**src/rtl/multicycle_control_unit.sv**
```systemverilog
// Multi-cycle control unit: a Moore FSM that walks each instruction through
// fetch/decode/execute/memory/writeback, waits on mem_ready, and parks in a
// sticky FAULT state when memory stops answering.
// Ports: clk, reset (sync, active-high); opcode (IR[31:26]); mem_ready;
// datapath controls (pc_write*, pc_source, i_or_d, mem_read/write, ir_write,
// reg_dst, link, mem_to_reg, reg_write, alu_src_a/b, alu_op);
// status (instr_done, illegal_op, bus_error, state).
module multicycle_control_unit #(
  parameter int unsigned ALUOP_W     = 3,
  parameter int unsigned MEM_TIMEOUT = 15
) (
  input  logic               clk,
  input  logic               reset,
  input  logic [5:0]         opcode,
  input  logic               mem_ready,
  output logic               pc_write,
  output logic               pc_write_eq,
  output logic               pc_write_ne,
  output logic [1:0]         pc_source,
  output logic               i_or_d,
  output logic               mem_read,
  output logic               mem_write,
  output logic               ir_write,
  output logic               reg_dst,
  output logic               link,
  output logic               mem_to_reg,
  output logic               reg_write,
  output logic               alu_src_a,
  output logic [1:0]         alu_src_b,
  output logic [ALUOP_W-1:0] alu_op,
  output logic               instr_done,
  output logic               illegal_op,
  output logic               bus_error,
  output logic [3:0]         state
);

  // Counter must hold MEM_TIMEOUT; keep one bit when the timeout is disabled.
  localparam int unsigned CNT_W = (MEM_TIMEOUT > 0) ? $clog2(MEM_TIMEOUT + 1) : 1;

  localparam logic [5:0] OP_R    = 6'b000000;
  localparam logic [5:0] OP_ADDI = 6'b001000;
  localparam logic [5:0] OP_LW   = 6'b100011;
  localparam logic [5:0] OP_SW   = 6'b101011;
  localparam logic [5:0] OP_BEQ  = 6'b010101;
  localparam logic [5:0] OP_BNE  = 6'b010100;
  localparam logic [5:0] OP_J    = 6'b000010;
  localparam logic [5:0] OP_JAL  = 6'b000011;

  localparam logic [ALUOP_W-1:0] ALU_ADD   = ALUOP_W'(0);
  localparam logic [ALUOP_W-1:0] ALU_SUB   = ALUOP_W'(1);
  localparam logic [ALUOP_W-1:0] ALU_FUNCT = ALUOP_W'(2);

  typedef enum logic [3:0] {
    S_FETCH    = 4'd0,
    S_DECODE   = 4'd1,
    S_MEM_ADDR = 4'd2,
    S_MEM_RD   = 4'd3,
    S_MEM_WB   = 4'd4,
    S_MEM_WR   = 4'd5,
    S_EXEC     = 4'd6,
    S_ALU_WB   = 4'd7,
    S_BRANCH   = 4'd8,
    S_JUMP     = 4'd9,
    S_ADDI_EX  = 4'd10,
    S_ADDI_WB  = 4'd11,
    S_FAULT    = 4'd15
  } state_e;

  state_e           state_q, state_d;
  logic [CNT_W-1:0] cnt_q, cnt_d;
  logic             waiting;

  // State and wait-counter registers
  always_ff @(posedge clk) begin
    if (reset) begin
      state_q <= S_FETCH;
      cnt_q   <= '0;
    end else begin
      state_q <= state_d;
      cnt_q   <= cnt_d;
    end
  end

  // Next-state, wait counter and Moore output decode
  always_comb begin
    state_d     = state_q;
    waiting     = 1'b0;
    pc_write    = 1'b0;
    pc_write_eq = 1'b0;
    pc_write_ne = 1'b0;
    pc_source   = 2'b00;
    i_or_d      = 1'b0;
    mem_read    = 1'b0;
    mem_write   = 1'b0;
    ir_write    = 1'b0;
    reg_dst     = 1'b0;
    link        = 1'b0;
    mem_to_reg  = 1'b0;
    reg_write   = 1'b0;
    alu_src_a   = 1'b0;
    alu_src_b   = 2'b00;
    alu_op      = ALU_ADD;
    instr_done  = 1'b0;
    illegal_op  = 1'b0;
    bus_error   = 1'b0;
    state       = 4'(state_q);

    case (state_q)
      S_FETCH: begin
        waiting   = 1'b1;
        mem_read  = 1'b1;
        alu_src_b = 2'b01;
        // PC/IR load only in the completing cycle so each fetch updates once
        ir_write  = mem_ready;
        pc_write  = mem_ready;
        if (mem_ready) state_d = S_DECODE;
      end
      S_DECODE: begin
        alu_src_b = 2'b11;
        case (opcode)
          OP_R:          state_d = S_EXEC;
          OP_ADDI:       state_d = S_ADDI_EX;
          OP_LW, OP_SW:  state_d = S_MEM_ADDR;
          OP_BEQ, OP_BNE: state_d = S_BRANCH;
          OP_J, OP_JAL:  state_d = S_JUMP;
          default: begin
            illegal_op = 1'b1;
            instr_done = 1'b1;
            state_d    = S_FETCH;
          end
        endcase
      end
      S_MEM_ADDR: begin
        alu_src_a = 1'b1;
        alu_src_b = 2'b10;
        state_d   = (opcode == OP_SW) ? S_MEM_WR : S_MEM_RD;
      end
      S_MEM_RD: begin
        waiting  = 1'b1;
        mem_read = 1'b1;
        i_or_d   = 1'b1;
        if (mem_ready) state_d = S_MEM_WB;
      end
      S_MEM_WB: begin
        reg_write  = 1'b1;
        mem_to_reg = 1'b1;
        instr_done = 1'b1;
        state_d    = S_FETCH;
      end
      S_MEM_WR: begin
        waiting   = 1'b1;
        mem_write = 1'b1;
        i_or_d    = 1'b1;
        if (mem_ready) begin
          instr_done = 1'b1;
          state_d    = S_FETCH;
        end
      end
      S_EXEC: begin
        alu_src_a = 1'b1;
        alu_op    = ALU_FUNCT;
        state_d   = S_ALU_WB;
      end
      S_ALU_WB: begin
        reg_dst    = 1'b1;
        reg_write  = 1'b1;
        instr_done = 1'b1;
        state_d    = S_FETCH;
      end
      S_ADDI_EX: begin
        alu_src_a = 1'b1;
        alu_src_b = 2'b10;
        state_d   = S_ADDI_WB;
      end
      S_ADDI_WB: begin
        reg_write  = 1'b1;
        instr_done = 1'b1;
        state_d    = S_FETCH;
      end
      S_BRANCH: begin
        alu_src_a   = 1'b1;
        alu_op      = ALU_SUB;
        pc_source   = 2'b01;
        pc_write_eq = (opcode == OP_BEQ);
        pc_write_ne = (opcode == OP_BNE);
        instr_done  = 1'b1;
        state_d     = S_FETCH;
      end
      S_JUMP: begin
        pc_write   = 1'b1;
        pc_source  = 2'b10;
        reg_write  = (opcode == OP_JAL);
        link       = (opcode == OP_JAL);
        instr_done = 1'b1;
        state_d    = S_FETCH;
      end
      S_FAULT: begin
        bus_error = 1'b1;
      end
      default: state_d = S_FETCH;
    endcase

    // Timeout only fires when memory is still silent; a late ready wins
    if ((MEM_TIMEOUT != 0) && waiting && !mem_ready &&
        (cnt_q == CNT_W'(MEM_TIMEOUT)))
      state_d = S_FAULT;

    if (state_d != state_q)
      cnt_d = '0;
    else if (waiting && !mem_ready)
      cnt_d = cnt_q + CNT_W'(1);
    else
      cnt_d = cnt_q;

    // Reset cycle: nothing leaves the block, so no write strobe can fire
    if (reset) begin
      pc_write    = 1'b0;
      pc_write_eq = 1'b0;
      pc_write_ne = 1'b0;
      pc_source   = 2'b00;
      i_or_d      = 1'b0;
      mem_read    = 1'b0;
      mem_write   = 1'b0;
      ir_write    = 1'b0;
      reg_dst     = 1'b0;
      link        = 1'b0;
      mem_to_reg  = 1'b0;
      reg_write   = 1'b0;
      alu_src_a   = 1'b0;
      alu_src_b   = 2'b00;
      alu_op      = '0;
      instr_done  = 1'b0;
      illegal_op  = 1'b0;
      bus_error   = 1'b0;
      state       = 4'd0;
    end
  end

endmodule

```
**config.mk**
```make
export PLATFORM = sky130hd
export DESIGN_NAME = multicycle_control_unit
export DESIGN_NICKNAME = d
export VERILOG_FILES = /design/src/rtl/multicycle_control_unit.sv
export SDC_FILE = /design/constraint.sdc
export NUM_CORES = 1
export LEC_CHECK = 0
export ABC_AREA = 1
export CAP_MARGIN = 0
export CORE_MARGIN = 1.5
export CORE_UTILIZATION = 25
export DETAILED_ROUTE_END_ITERATION = 8
export GPL_TIMING_DRIVEN = 0
export HOLD_SLACK_MARGIN = 0.02
export SLEW_MARGIN = 20
export SYNTH_ARGS = -nofsm -noshare
export SYNTH_HDL_FRONTEND = slang
export SYNTH_SLANG_ARGS = --single-unit
```
**constraint.sdc**
```tcl
create_clock -name clk -period 2.06 [get_ports clk]
set_input_delay 0.515 -clock clk [delete_from_list [all_inputs] [get_ports clk]]
set_output_delay 0.515 -clock clk [all_outputs]
set_load 0.01 [all_outputs]
```
# Word-level counts from Yosys, hierarchy flattened
# Cells that the tools add are included.
# word_totals
regBits	8
latchBits	0
mem_bits_rw	0
romBits	0
input_bits	9
output_inout_bits	26
wordCells	88
memories	0
# op_classes
addsub	1
mul	0
div	0
order_cmp	0
eq_ne	21
shifts	0
n_mux	47
bitwise	0
n_reduce_logical	17
# op_table
operator	n
case mux 4 bit (8 select lines)	1
2-to-1 mux 1 bit	30
== test 4 bit (second input constant)	6
2-to-1 mux 4 bit	5
case mux 4 bit (5 select lines)	1
== test 4 x 3 -> 1 bit (second input constant)	4
OR reduction 2 bit	7
== test 6 x 2 -> 1 bit (second input constant)	2
== test 6 x 5 -> 1 bit (second input constant)	2
== test 6 bit (second input constant)	2
== test 4 x 2 -> 1 bit (second input constant)	2
case mux 2 bit (2 select lines)	2
OR reduction 8 bit	1
== test 6 x 4 -> 1 bit (second input constant)	1
logical NOT 6 bit	1
2-to-1 mux 3 bit	2
case mux 2 bit (3 select lines)	1
OR reduction 3 bit	2
OR reduction 5 bit	1
adder 4 x 1 -> 4 bit (second input constant)	1
== test 4 x 1 -> 1 bit (second input constant)	1
logical NOT 4 bit	1
2-to-1 mux 2 bit	2
!= test 4 bit	1
5 further kinds	7

# Longest topological paths before layout
# Gate-level depths: netlist of the first run.
# logic_depth
depth_word	8
depth_mapped	12
ltp_nobuf	12

# Least setup slack after synthesis of the first run
# Ideal clock, no wire load.
# synth_path
path_type	in2out
start	input opcode[4]
end	output instr_done
t_arrival_ns	1.214
required_ns	1.545
slack_ns	0.331
cell_stages	8
path_buffers	0
path_cell_list	inv_1 nand2_1 nor2_1 nand2_1 nand2_1 nor2_1 nand2_1 a41oi_1
# synth_via
elab_chain_len	5
word_cells_on_any_way	12
cone_classes	eq/ne: 7; mux: 3; reduce/logical: 2
# synth_rtl
item	line_no	source
start: declaration	14	input logic [5:0] opcode,
== test 6 bit (tied with other cells)	120	case (opcode)
OR reduction 8 bit (no source line) *	-	
2-to-1 mux 1 bit *	120	
case mux 1 bit (3 select lines) *	108	case (state_q)
2-to-1 mux 1 bit *	216	if (reset) begin
end: declaration	31	output logic instr_done,
# Every way passes the cells marked *; elsewhere a longest branch is shown, timed or not.

# Worst setup path after layout of the first run
# layout_path
start	input reset
end	output mem_to_reg
# layout_via
elab_chain_len	1
# layout_rtl
item	line_no	source
start: declaration	13	input logic reset,
2-to-1 mux 1 bit	216	
end: declaration	26	output logic mem_to_reg,
# No other way between the ends.

==> metrics.txt, run 1 <==
status complete, no violations; worst clock skew 0.0007460 ns; cts hold-fix bufs 0; remaining routing DRC violations 0; layout cell share with drive strength beyond 1 between 30 and 40%; count of input and output buffers 33; Ant. Diodes 0; fraction of registers with async set or reset after synthesis 0%; global-route wire length before repair 4616 um; Arr. time, crit path 1.45 ns; Static Leakage between 0.8 and 0.9 nW; number of distinct library cells after synthesis 27; CTS tree yes; GRT Resource Usage Total between 10% and 20%; height of the die between 60 and 70 um; net count of the mapped netlist ~180; number of nets still failing antenna checks after routing 0; Synth Flop Type sky130_fd_sc_hd__dfxtp_1; clock net sink count 8; timing-limited maximum frequency ~510 MHz; Final nets 229; share of total power in the clock network about 38%; Starting Density 25.83%; worst path required time 1.54 ns; clock root buffer sky130_fd_sc_hd__clkbuf_8; post-CTS clock slew at the launch and capture registers of the worst setup and hold paths 0.04 ns; cell with the most instances on the worst path sky130_fd_sc_hd__dlygate4sd2_1; vias in the first global route 1062; power density over the cells ~330 nW/um2; area share of the leading cell type in the synthesized netlist 17.07%; number of flops mapped to enable cells by yosys 0; clock network latency to the later pin of the worst-skew pair 0.22 ns; post-route setup TNS 0 ns; Slowest cell on crit path sky130_fd_sc_hd__dlygate4sd2_1; net switching power figure 0.1413 mW; worst hold slack across all endpoints 0.5346 ns; Placed Cells incl. Taps 253; final-report setup violation count 0; biggest fanout along the worst timing path 10; cell area after synthesis 938.4 um2; DRC violation total after the first TritonRoute iteration 40; final cell area excluding filler cells roughly 1500 um2; Core ar. approximately 3600 um2; H-Tree Level Count 1; synthesized netlist cell count 172; synthesized area divided by synthesized cell count 5.456 um2; share of the clock period used by the worst path 95.61%; Peak VDD IR approximately 0.15 mV; Total Die Area 4130 um2; top cells by area, synth sky130_fd_sc_hd__dfxtp_1 (17%), sky130_fd_sc_hd__nand2_1 (16%), sky130_fd_sc_hd__nor2_1 (16%); combinational group share of total power between 20% and 30%; Max Transition Viols Final 0; final estimated routing congestion in global placement 0.8839; wire length after detailed routing around 2800 um; Seq/Total Area, Yosys 17.07%; leftover overflow at the end of global routing 0; I/O pin count 35; sw frac 29.19%; type of element launching the critical path primary input; Area after DPL roughly 1300 um2; flops & latches, synth 8; overall power consumption 0.4841 mW; internal power consumption 0.3428 mW; Yosys top cell by area sky130_fd_sc_hd__dfxtp_1; Slowest Stage Delay on Critical Path 0.29 ns; detail-routed net length per standard cell 10.41 um; endpoint type of the worst setup path output pin; ordered list of cells on the worst path dlygate4sd2_1 > clkbuf_8 > nor3_1 > dlygate4sd2_1; kind of cell with the highest combined delay on the critical path buffers and inverters; maximum number of pins on one net before global-route repair 11; maxcap violations 0; Post-Layout Cell Count between 200 and 300; initial antenna violation count 0; class of the tightest hold or removal check reg2reg; post-route setup slack 0.09034 ns; final critical-path required period around 2.0 ns; Final Hold Violating Endpoints 0; startpoint-to-endpoint class of the critical path in2out; number of vias after detailed routing approximately 1100; Crit path buffers/inverters 3; detailed placer's ending HPWL between 2000 and 2500 um; cell row count 22; total number of yosys warnings 0; minimum setup slack after placement -0.7695 ns; number of search-and-repair iterations in the first detailed-routing pass 4; die width 64.27 um; final core utilization 40.46%; vias per inst 4.249; Bufs on Longest Clock Path 2; synthesis-to-finish area growth 56.67%; internal reg-to-reg setup slack 0.48 ns; share of power burned in registers 33.9%; number of buffers added by the clock tree synthesis step 3
[final timing paths]
check                                      startpoint                    end  depth (start not counted)
worst max-delay path                            reset             mem_to_reg                          4
worst min-delay path            cnt_q[3]$_SDFFE_PP0P_  cnt_q[3]$_SDFFE_PP0P_                          3
worst max register to register  state_q[1]$_SDFF_PP0_  cnt_q[3]$_SDFFE_PP0P_                         11
worst min register to register  cnt_q[3]$_SDFFE_PP0P_  cnt_q[3]$_SDFFE_PP0P_                          3
[flip-flops by register name, indices dropped and copies added, names as in the netlist]
name,flops
cnt_q,4
state_q,4
[power by group through the flow]
| stage | Clock, mW | Sequential [mW] | Combinational [mW] |
|---|---|---|---|
| final | 0.183 | 0.164 | 0.137 |
| after global routing | 0.199 | 0.165 | 0.154 |
| after CTS | 0.193 | 0.165 | 0.136 |
| after detailed placement | 0 | 0.167 | 0.129 |
| after global placement | 0 | 0.167 | 0.128 |
| after floorplan | 0 | 0.166 | 0.0749 |
[worst register-to-register path, delay by kind of cell, from the launching register on]
family,cells,cell delay (ns)
simple gates,9,0.98
flops,1,0.33
compound gates,1,0.11
buf+inv,1,0.08
[cell usage after synthesis (2+ instances only)]
library cell               number
sky130_fd_sc_hd__nand2_1       41
sky130_fd_sc_hd__nor2_1        40
sky130_fd_sc_hd__inv_1         27
sky130_fd_sc_hd__nand3_1        9
sky130_fd_sc_hd__dfxtp_1        8
sky130_fd_sc_hd__a21oi_1        7
sky130_fd_sc_hd__inv_2          5
sky130_fd_sc_hd__nand3_2        4
sky130_fd_sc_hd__nand4_1        4
sky130_fd_sc_hd__nor2_2         4
sky130_fd_sc_hd__nand2_2        3
sky130_fd_sc_hd__clkbuf_1       2
sky130_fd_sc_hd__nor3_1         2
sky130_fd_sc_hd__o21ai_0        2
sky130_fd_sc_hd__xor2_1         2
[timing repair]
action                                 in CTS  in global routing
setup endpoints to repair                  25                  8
pin swaps                                   9                  8
endpoints found under the hold margin       0                  0
setup buffers                               7                  2
resized for setup                          78                 23
[layout by cell type, fill, tap and decap left out, types with 2 or more instances in the layout]
cell	netlist	final
sky130_fd_sc_hd__a21oi_1	7	6
sky130_fd_sc_hd__buf_2	0	7
sky130_fd_sc_hd__buf_4	1	10
sky130_fd_sc_hd__clkbuf_2	0	3
sky130_fd_sc_hd__clkbuf_8	0	5
sky130_fd_sc_hd__clkdlybuf4s15_1	0	3
sky130_fd_sc_hd__dfxtp_1	8	4
sky130_fd_sc_hd__dfxtp_2	0	3
sky130_fd_sc_hd__dlygate4sd2_1	0	16
sky130_fd_sc_hd__dlymetal6s2s_1	0	3
sky130_fd_sc_hd__inv_1	27	21
sky130_fd_sc_hd__inv_2	5	11
sky130_fd_sc_hd__nand2_1	41	37
sky130_fd_sc_hd__nand2_2	3	7
sky130_fd_sc_hd__nand3_1	9	7
sky130_fd_sc_hd__nand3_2	4	6
sky130_fd_sc_hd__nand4_1	4	4
sky130_fd_sc_hd__nor2_1	40	34
sky130_fd_sc_hd__nor2_2	4	6
sky130_fd_sc_hd__nor2_4	1	5
sky130_fd_sc_hd__nor3_1	2	2
sky130_fd_sc_hd__o21ai_0	2	2
sky130_fd_sc_hd__xor2_1	2	2
[layer usage]
layer / vias to the layer above / GRT usage [%] / routed length (um)
met4: 0 / 4.787 / 14
met2: 15 / 23.18 / 1376
met1: 492 / 18.79 / 1322
met5: - / 0 / 0
li1: 617 / - / -
met3: 2 / 1.056 / 46
[cells by family (layout without fill, tap and decap cells)]
logic type | Yosys count | after routing | synth area share (%)
AND/OR/NAND/NOR | 109 | 109 | 52.93
buffers and inverters | 35 | 80 | 14.40
AO/OA/AOI/OAI | 13 | 13 | 8.134
flip-flops | 8 | 8 | 17.07
XOR/XNOR | 4 | 4 | 4.534
adder cells (fa/ha/maj) | 1 | 1 | 1.333
other | 1 | 1 | 0.3996
multiplexers | 1 | 1 | 1.200
[layout make-up]
cell class / count / area (um2)
Tap cell: 48 / 60.06
Clock buffer: 3 / 41.29
Inverter: 32 / 120.1
Sequential cell: 8 / 167.7
Timing Repair Buffer: 42 / 336.6
Fill cell: 414 / 2163
Buffer: 3 / 35.03
Multi-Input combinational cell: 129 / 709.4
Power figures use the tool's default switching activity.
==> run 2: changes to the inputs <==
--- a/config.mk
+++ b/config.mk
@@ -6,9 +6,11 @@
 export NUM_CORES = 1
 export LEC_CHECK = 0
 export ABC_AREA = 1
+export ABC_CLOCK_PERIOD_IN_PS = 2060
 export CAP_MARGIN = 0
 export CORE_MARGIN = 1.5
 export CORE_UTILIZATION = 25
+export CTS_CLUSTER_SIZE = 14
 export DETAILED_ROUTE_END_ITERATION = 8
 export GPL_TIMING_DRIVEN = 0
 export HOLD_SLACK_MARGIN = 0.02
==> results of run 2 <==
Final layout, timing and power as in run 1 (identical DEF).
==> run 3: changes to the inputs <==
--- a/config.mk
+++ b/config.mk
@@ -7,13 +7,14 @@
 export LEC_CHECK = 0
 export ABC_AREA = 1
 export ABC_CLOCK_PERIOD_IN_PS = 2060
-export CAP_MARGIN = 0
+export CAP_MARGIN = 20
 export CORE_MARGIN = 1.5
 export CORE_UTILIZATION = 25
 export CTS_CLUSTER_SIZE = 14
 export DETAILED_ROUTE_END_ITERATION = 8
 export GPL_TIMING_DRIVEN = 0
 export HOLD_SLACK_MARGIN = 0.02
+export RECOVER_POWER = 100
 export SLEW_MARGIN = 20
 export SYNTH_ARGS = -nofsm -noshare
 export SYNTH_HDL_FRONTEND = slang
==> metrics.txt, run 3 (same netlist as run 1, synthesis figures left out) <==
status complete, no violations; Ant. Diodes 0 (unchanged); Final Hold Violating Endpoints 0 (unchanged); ordered list of cells on the worst path dlygate4sd2_1 > clkbuf_8 > nor3_1 > dlygate4sd2_1; number of vias after detailed routing 1141 (+1.3%); detailed placer's ending HPWL 2235 um (unchanged); Final nets 229 (unchanged); post-route setup TNS 0 ns (unchanged); internal power consumption 0.3421 mW (-0.19%); combinational group share of total power 27.9% (-0.4 points); Max Transition Viols Final 0 (unchanged); Peak VDD IR 0.1481 mV (+0.27%); final-layout fill cell count 418 (+0.97%); remaining routing DRC violations 0 (unchanged); registers with the most flip-flops cnt_q x4, state_q x4; I/O pin count 35 (unchanged); Core ar. 3633 um2 (unchanged); worst clock skew 0.001037 ns (+0.0002905 ns); post-CTS clock slew at the launch and capture registers of the worst setup and hold paths 0.04 ns (about the same); most frequent cells in the layout sky130_fd_sc_hd__nand2_1 (37), sky130_fd_sc_hd__nor2_1 (34), sky130_fd_sc_hd__inv_1 (21); share of power burned in registers 34.0% (about the same); number of nets still failing antenna checks after routing 0 (unchanged); endpoint type of the worst setup path output pin; startpoint-to-endpoint class of the critical path in2out; Static Leakage 0.8307 nW (-1.4%); wire length after detailed routing 2769 um (+0.36%); number of search-and-repair iterations in the first detailed-routing pass 4 (unchanged); Arr. time, crit path 1.45 ns (about the same); worst path required time 1.54 ns (about the same); maxcap violations 0 (unchanged); synthesis-to-finish area growth 54.27%; type of element launching the critical path primary input; worst hold slack across all endpoints 0.5346 ns (+0.000008000 ns); layout cell share with drive strength beyond 1 30.88% (-1.4 points); class of the tightest hold or removal check reg2reg; leftover overflow at the end of global routing 0 (unchanged); GRT Resource Usage Total 13.90% (unchanged); sw frac 29.20% (about the same); Bufs on Longest Clock Path 2 (unchanged); Crit path buffers/inverters 3 (unchanged); clock network latency to the later pin of the worst-skew pair 0.23 ns (about the same); Slowest cell on crit path sky130_fd_sc_hd__dlygate4sd2_1; cts hold-fix bufs 0 (unchanged); power density over the cells 333.8 nW/um2 (+1.4%); share of the clock period used by the worst path 95.58% (about the same); count of input and output buffers 33 (unchanged); CTS tree yes; detail-routed net length per standard cell 10.45 um (+0.36%); Starting Density 25.83% (unchanged); final-report setup violation count 0 (unchanged); H-Tree Level Count 1 (unchanged); final critical-path required period 1.969 ns (-0.0007125 ns); vias in the first global route 1062 (unchanged); final core utilization 39.84% (-0.62 points); number of buffers added by the clock tree synthesis step 3 (unchanged); height of the die 64.27 um (unchanged); DRC violation total after the first TritonRoute iteration 41 (+2.5%); Total Die Area 4130 um2 (unchanged); global-route wire length before repair 4616 um (unchanged); maximum number of pins on one net before global-route repair 11 (unchanged); timing-limited maximum frequency 507.9 MHz (about the same); net switching power figure 0.1411 mW (-0.14%); cell with the most instances on the worst path sky130_fd_sc_hd__dlygate4sd2_1; clock root buffer sky130_fd_sc_hd__clkbuf_8; die width 64.27 um (unchanged); clock net sink count 8 (unchanged); vias per inst 4.306 (+1.3%); share of total power in the clock network 38.1% (+0.4 points); Slowest Stage Delay on Critical Path 0.29 ns (about the same); most common cell after layout, fill and taps aside sky130_fd_sc_hd__nand2_1; cell row count 22 (unchanged); final estimated routing congestion in global placement 0.8839 (unchanged); kind of cell with the highest combined delay on the critical path buffers and inverters; biggest fanout along the worst timing path 10 (unchanged); initial antenna violation count 0 (unchanged)
## run 3: cell counts in the layout (fill, tap and decap cells not counted)
Identical to the previous run, type by type.
## run 3: worst register-to-register path, stage by stage, from the launching register on
cell                      delay [ns]
sky130_fd_sc_hd__dfxtp_2        0.36
sky130_fd_sc_hd__nand2_1        0.16
sky130_fd_sc_hd__inv_1          0.11
sky130_fd_sc_hd__nand2_1        0.11
sky130_fd_sc_hd__nand3_2        0.10
sky130_fd_sc_hd__nand3_1        0.21
sky130_fd_sc_hd__nand3_1        0.23
sky130_fd_sc_hd__xor2_2         0.16
sky130_fd_sc_hd__nand3_2        0.12
sky130_fd_sc_hd__nor2_1         0.09
## run 3: final timing paths
check | cells after the start | slack, ns | endpoint | start
worst max-delay path | 4 | 0.09 | mem_to_reg | reset
worst min-delay path | 3 | 0.53 | cnt_q[3]$_SDFFE_PP0P_ | cnt_q[3]$_SDFFE_PP0P_
worst max register to register | 9 | 0.34 | cnt_q[3]$_SDFFE_PP0P_ | state_q[1]$_SDFF_PP0_
worst min register to register | 3 | 0.53 | cnt_q[3]$_SDFFE_PP0P_ | cnt_q[3]$_SDFFE_PP0P_
## run 3: what timing repair did
| item | 4_1_cts | 5_1_grt |
|---|---|---|
| resized for setup | 78 | 23 |
| setup buffers | 7 | 2 |
| pin swaps | 9 | 8 |
| endpoints found under the setup margin | 25 | 8 |
## run 3: area by class of cell
| type | instances | area (um2) | share of cell area [%] |
|---|---|---|---|
| Sequential cell | 8 | 167.7 | 11.58 |
| Multi-Input combinational cell | 129 | 686.9 | 47.45 |
| Inverter | 32 | 120.1 | 8.297 |
| Clock buffer | 3 | 41.29 | 2.852 |
| Buffer | 3 | 35.03 | 2.420 |
| Tap cell | 48 | 60.06 | 4.149 |
| Timing Repair Buffer | 42 | 336.6 | 23.25 |
## run 3: stage by stage
stage                     power [mW]  instances  worst slack [ns]  cell area (um2)
after global routing          0.5156        265          -0.01404             1448
after global placement        0.2951        253           -0.7601             1329
after CTS                     0.4931        263           -0.1318             1456
final                         0.4832        265           0.09105             1448
after detailed placement      0.2962        253           -0.7695             1329
after floorplan               0.2410        172            0.3314            938.4
## run 3: per-layer routing
layer | track usage, % | routed length [um] | up-vias
met3 | 1.056 | 51 | 5
met2 | 23.18 | 1352 | 18
met5 | 0 | 0 | -
met1 | 18.79 | 1335 | 501
met4 | 4.787 | 29 | 0
li1 | - | - | 617
## run 3: power by group through the flow
stage / clock network, mW / registers (mW) / logic [mW]
floorplan: 0 / 0.166 / 0.0749
global placement: 0 / 0.167 / 0.128
detailed placement: 0 / 0.167 / 0.129
CTS: 0.193 / 0.165 / 0.136
global route: 0.199 / 0.165 / 0.151
finish: 0.184 / 0.164 / 0.135
